[src/rtl/game_round_controller.sv]
// Round sequencer for the screen win-detect game: clear, count moves, check for an all-zero screen, buzz, report.
// Optional round time limit is enabled with the ROUND_TIMEOUT_EN macro.
module game_round_controller #(
  parameter int unsigned NumberOfBits = 31,
  parameter int unsigned MAX_MOVES    = 63,
  parameter int unsigned MOVE_W       = 6,
  parameter int unsigned BUZZ_CYCLES  = 25000000,
  parameter int unsigned BUZZ_W       = 25,
  parameter int unsigned ROUND_CYCLES = 500000000,
  parameter int unsigned ROUND_W      = 29
) (
  input  logic                  clk,
  input  logic                  reset,
  input  logic                  start,
  input  logic                  move_valid,
  input  logic [NumberOfBits:0] ScreenValues,
  output logic                  clear_screen,
  output logic                  round_active,
  output logic                  Buzz,
  output logic                  win,
  output logic                  lose,
  output logic [MOVE_W-1:0]     move_count
);

  typedef enum logic [2:0] {IDLE, CLEAR, PLAY, CHECK, WIN, LOSE, DONE} state_t;

  localparam logic [BUZZ_W-1:0] BUZZ_LAST = BUZZ_W'(BUZZ_CYCLES - 1);
  localparam logic [MOVE_W-1:0] MOVE_MAX  = MOVE_W'(MAX_MOVES);

  // Reject parameter sets whose counters cannot hold their limits.
  if (BUZZ_CYCLES < 1 || (64'(1) << BUZZ_W) < 64'(BUZZ_CYCLES) ||
      (64'(1) << MOVE_W) <= 64'(MAX_MOVES) || (64'(1) << ROUND_W) < 64'(ROUND_CYCLES)) begin : g_bad_params
    $error("game_round_controller: counter widths too small for configured limits");
  end

  state_t            state;
  logic [BUZZ_W-1:0] buzz_timer;
  logic [BUZZ_W-1:0] buzz_inc;
  logic              screen_clear;
  logic              expired;

  assign buzz_inc     = buzz_timer + BUZZ_W'(1);
  assign screen_clear = (ScreenValues == '0);

`ifdef ROUND_TIMEOUT_EN
  localparam logic [ROUND_W-1:0] ROUND_LAST = ROUND_W'(ROUND_CYCLES - 1);
  logic [ROUND_W-1:0] round_timer;

  // Round timer runs only while the round is live and parks at its last value.
  always_ff @(posedge clk) begin
    if (!reset || state == CLEAR) begin
      round_timer <= '0;
    end else if ((state == PLAY || state == CHECK) && round_timer != ROUND_LAST) begin
      round_timer <= round_timer + ROUND_W'(1);
    end
  end

  assign expired = (round_timer == ROUND_LAST);
`else
  assign expired = 1'b0;
`endif

  // Round sequencer; outputs are loaded on the transition into each state.
  always_ff @(posedge clk) begin
    if (!reset) begin
      state        <= IDLE;
      clear_screen <= 1'b0;
      round_active <= 1'b0;
      Buzz         <= 1'b0;
      win          <= 1'b0;
      lose         <= 1'b0;
      move_count   <= '0;
      buzz_timer   <= '0;
    end else begin
      clear_screen <= 1'b0;
      case (state)
        IDLE, DONE: begin
          if (start) begin
            state        <= CLEAR;
            clear_screen <= 1'b1;
            win          <= 1'b0;
            lose         <= 1'b0;
            move_count   <= '0;
            buzz_timer   <= '0;
          end
        end
        CLEAR: begin
          state        <= PLAY;
          round_active <= 1'b1;
        end
        PLAY: begin
          if (move_valid) begin
            state <= CHECK;
            if (move_count != MOVE_MAX) move_count <= move_count + MOVE_W'(1);
          end else if (expired) begin
            state        <= LOSE;
            round_active <= 1'b0;
            lose         <= 1'b1;
            Buzz         <= 1'b0;
            buzz_timer   <= '0;
          end
        end
        CHECK: begin
          // A cleared screen wins even on the final move or after the time limit.
          if (screen_clear) begin
            state        <= WIN;
            round_active <= 1'b0;
            win          <= 1'b1;
            Buzz         <= 1'b1;
            buzz_timer   <= '0;
          end else if (move_count == MOVE_MAX || expired) begin
            state        <= LOSE;
            round_active <= 1'b0;
            lose         <= 1'b1;
            Buzz         <= 1'b0;
            buzz_timer   <= '0;
          end else begin
            state <= PLAY;
          end
        end
        WIN, LOSE: begin
          if (buzz_timer == BUZZ_LAST) begin
            state <= DONE;
            Buzz  <= 1'b0;
          end else begin
            buzz_timer <= buzz_inc;
            Buzz       <= (state == WIN) || buzz_inc[BUZZ_W-1];
          end
        end
        default: state <= IDLE;
      endcase
    end
  end

endmodule

[config.mk]
export PLATFORM = sky130hd
export DESIGN_NAME = game_round_controller
export DESIGN_NICKNAME = d
export VERILOG_FILES = /design/src/rtl/game_round_controller.sv
export SDC_FILE = /design/constraint.sdc
export NUM_CORES = 1
export LEC_CHECK = 0
export BUFFER_PORTS_ARGS = -buffer_cell sky130_fd_sc_hd__buf_4
export CORE_MARGIN = 2
export CORE_UTILIZATION = 54
export CTS_CLUSTER_SIZE = 30
export DETAILED_ROUTE_END_ITERATION = 10
export MAX_ROUTING_LAYER = met4
export PLACE_DENSITY = 0.79
export SKIP_CTS_REPAIR_TIMING = 1
export SLEW_MARGIN = 20
export SYNTH_ARGS = -nofsm -noshare
export SYNTH_HDL_FRONTEND = slang
export SYNTH_SLANG_ARGS = --single-unit
[constraint.sdc]
create_clock -name clk -period 2.5 [get_ports clk]
set_clock_uncertainty 0.15 [all_clocks]
set_input_delay 0.5 -clock clk [delete_from_list [all_inputs] [get_ports clk]]
set_output_delay 0.5 -clock clk [all_outputs]
set_load 0.02 [all_outputs]
==> out/results.ini <==
[cts]
cts_max_level = 2
cts_tree = yes
path_clk_slew_ps = 80
cts_buffers = 5
clkLatencyLatePin_ps = 290
cts_buffer_depth = 2
cts_sinks = 39
clockRootBuffer = clkbuf_8

[timing]
tightest_slew_ps = 476
fmax_ghz = 0.428
finalSetupTns_ps = 0
finalCritPeriodShare_pct = 93.6
whs_ps = 348
setup_violations = 0
slew_headroom_pct = 68.3
maxSlewViolCount = 0
fin_crit_ps = 2340
rsz0062_at_grt = no
hold_viol = 0

[power]
ir_drop_v = 0.000372
cellPowerDensity_nw_per_um2 = 566
p_leak_nw = 1.03

[routing]
drc_errors = 0
wire_per_inst_um = 14.3
routed_via_density = 5.90
ant_nets = 0
dr.pass1.iters = 4
vias = 2248
drtIter0Drc = 111
wl_um = 5450

[logic_synthesis]
netlist.area_leader.share_pct = 36.0
synth_seq_cells = 39
yosys_most_used_dff = dfxtp_1
ys_types = 50
synth_seq_area_share_pct = 36.0
ys_warn_count = 0
synth-async-reset-ratio_pct = 0
synth-edff-count = 0
syn_area_per_cell_um2 = 7.97
ys_top_cells_by_count = dfxtp_1, o21ai_0, a21oi_1
netlist_area_um2 = 2170
syn_inst = 272
synthTopCellsByArea = dfxtp_1, o21ai_0, a21oi_1
synth_fp_nets = 310
yosysMostFrequentCell = dfxtp_1
yosysTopAreaCell = dfxtp_1

[worst_setup_path]
cp-end-kind = flip-flop
r2r-end = buzz_timer[2]
path_cells = buf_4 -> nand2_1 -> nor2_1 -> nand2_1 -> o21ai_2 -> buf_4 -> nor3_1 -> o21a_1
rr_worst_depth = 8
rrSetupSlack_ps = 160
r2r-start = state[0]
arrival_ps = 2370
cpPeakStageDelay_ps = 540
startpoint_type = flip-flop
path_class = flip-flop to flip-flop
required_ps = 2530
setup.worst_path.start = state[0]
crit_path_max_fanout = 12
cpMaxStageDelayCell = dfxtp_1
crit_end = buzz_timer[2]

[status]
status = finished, final reports clean

[placed_design]
dpl_cell_area_um2 = 2650
port_buffers = 46
gp_congestion = 0.921
dp_hpwl_um = 4180
dp_cells = 373

[floorplan]
dieHeight_um = 67.4
design.die.area_um2 = 4540
dieWidth_um = 67.4
core_area_um2 = 3940
start_util_pct = 55.0
rows = 23
io_pins = 47

[global_routing]
grtUsageTotal_pct = 26.9
antenna_found_initial = 0
grt-ovfl-total = 0
grt_pass1_wl_um = 9040
grt_max_degree = 21
grt_pass1_vias = 2126

[hold_path]
hold_path.class = flip-flop to flip-flop

[finish]
fillCellCount = 326
antenna_cells = 0
nets = 368
utilization_pct = 70.5
stdcell_count = 381
final_area_um2 = 2780
syn_to_final_growth_pct = 28.1
layout-drive-gt1-share_pct = 23.3

[flow_run]
cap_violations = 0

## power breakdown
group	leakage (nW)	total, mW	switching, mW	internal (mW)
clock	0.0612	0.545	0.222	0.323
sequential	0.315	0.673	0.0335	0.640
combinational	0.650	0.354	0.186	0.169
total	1.03	1.57	0.442	1.13
## worst min path at each step
stage	startpoint	end	cells past startpoint
2_1_floorplan	buzz_timer[22]	buzz_timer[22]	2
4_1_cts	reset	buzz_timer[24]	2
6_report	buzz_timer[21]	buzz_timer[21]	2
5_1_grt	reset	buzz_timer[24]	2
3_3_place_gp	buzz_timer[14]	buzz_timer[14]	2
3_5_place_dp	lose	lose	2
## cells in the final DEF, fill, tap and decap left out, types with 2 or more instances in the layout
cell       n
inv_1      7
ha_1       2
and2_1     4
nor4_1     8
nor3_1     5
or3_1     19
o31ai_1    2
or4_1      3
o211ai_1   2
xnor2_1    5
nor2b_1    3
and4_1     4
dfxtp_1   39
o21ai_0   30
mux2i_1    4
a211oi_1   2
nand3_1   13
nor4_2     2
buf_12     2
nand4_1    7
a21oi_1   26
nand2_1   22
clkbuf_8   6
nor4b_1    2
nor2_1    21
o21a_1     2
and3_1     5
buf_4     57
xor2_1     3
a31oi_1    2
nand2b_1   2
## routing by layer
layer / GRT usage (%) / wire length [um] / vias up
li1: - / - / 1148
met1: 29.9 / 2370 / 1047
met2: 48.6 / 2780 / 46
met3: 5.83 / 215 / 7
met4: 6.89 / 82 / 0
met5: - / 0 / -
## flip-flops by register name, indices dropped and copies added, names as in the netlist
register / count
Buzz: 1
state: 3
round_active: 1
buzz_timer: 25
win: 1
move_count: 6
lose: 1
clear_screen: 1
## critical path, delay by kind of cell, from the launching register on
family | cells | cell delay, ps
AO/OA/AOI/OAI | 2 | 570
flip-flops | 1 | 540
buffers and inverters | 2 | 420
AND/OR/NAND/NOR | 4 | 540
## logic make-up after synthesis
group           synth area share, %
flops                          36.0
mux                            1.85
simple gates                   32.2
compound gates                 22.1
buf+inv                        3.46
xor+xnor                       3.23
fa+ha+maj                      1.15
## area by class of cell
| class | count | area, um^2 | share of cell area (%) |
|---|---|---|---|
| Timing Repair Buffer | 59 | 468 | 16.8 |
| Clock buffer | 6 | 82.6 | 2.97 |
| Inverter | 8 | 30.0 | 1.08 |
| Tap cell | 50 | 62.6 | 2.25 |
| Multi-Input combinational cell | 217 | 1320 | 47.5 |
| Sequential cell | 39 | 781 | 28.1 |
| Clock inverter | 2 | 35.0 | 1.26 |
## through the flow
step / total power, mW / setup slack [ps]
global placement: 1.03 / -45.7
global route: 1.64 / 21.3
detailed placement: 1.04 / -15.6
finish: 1.57 / 161
floorplan: 0.887 / 234
CTS: 1.58 / 61.0
Power figures use the tool's default switching activity.
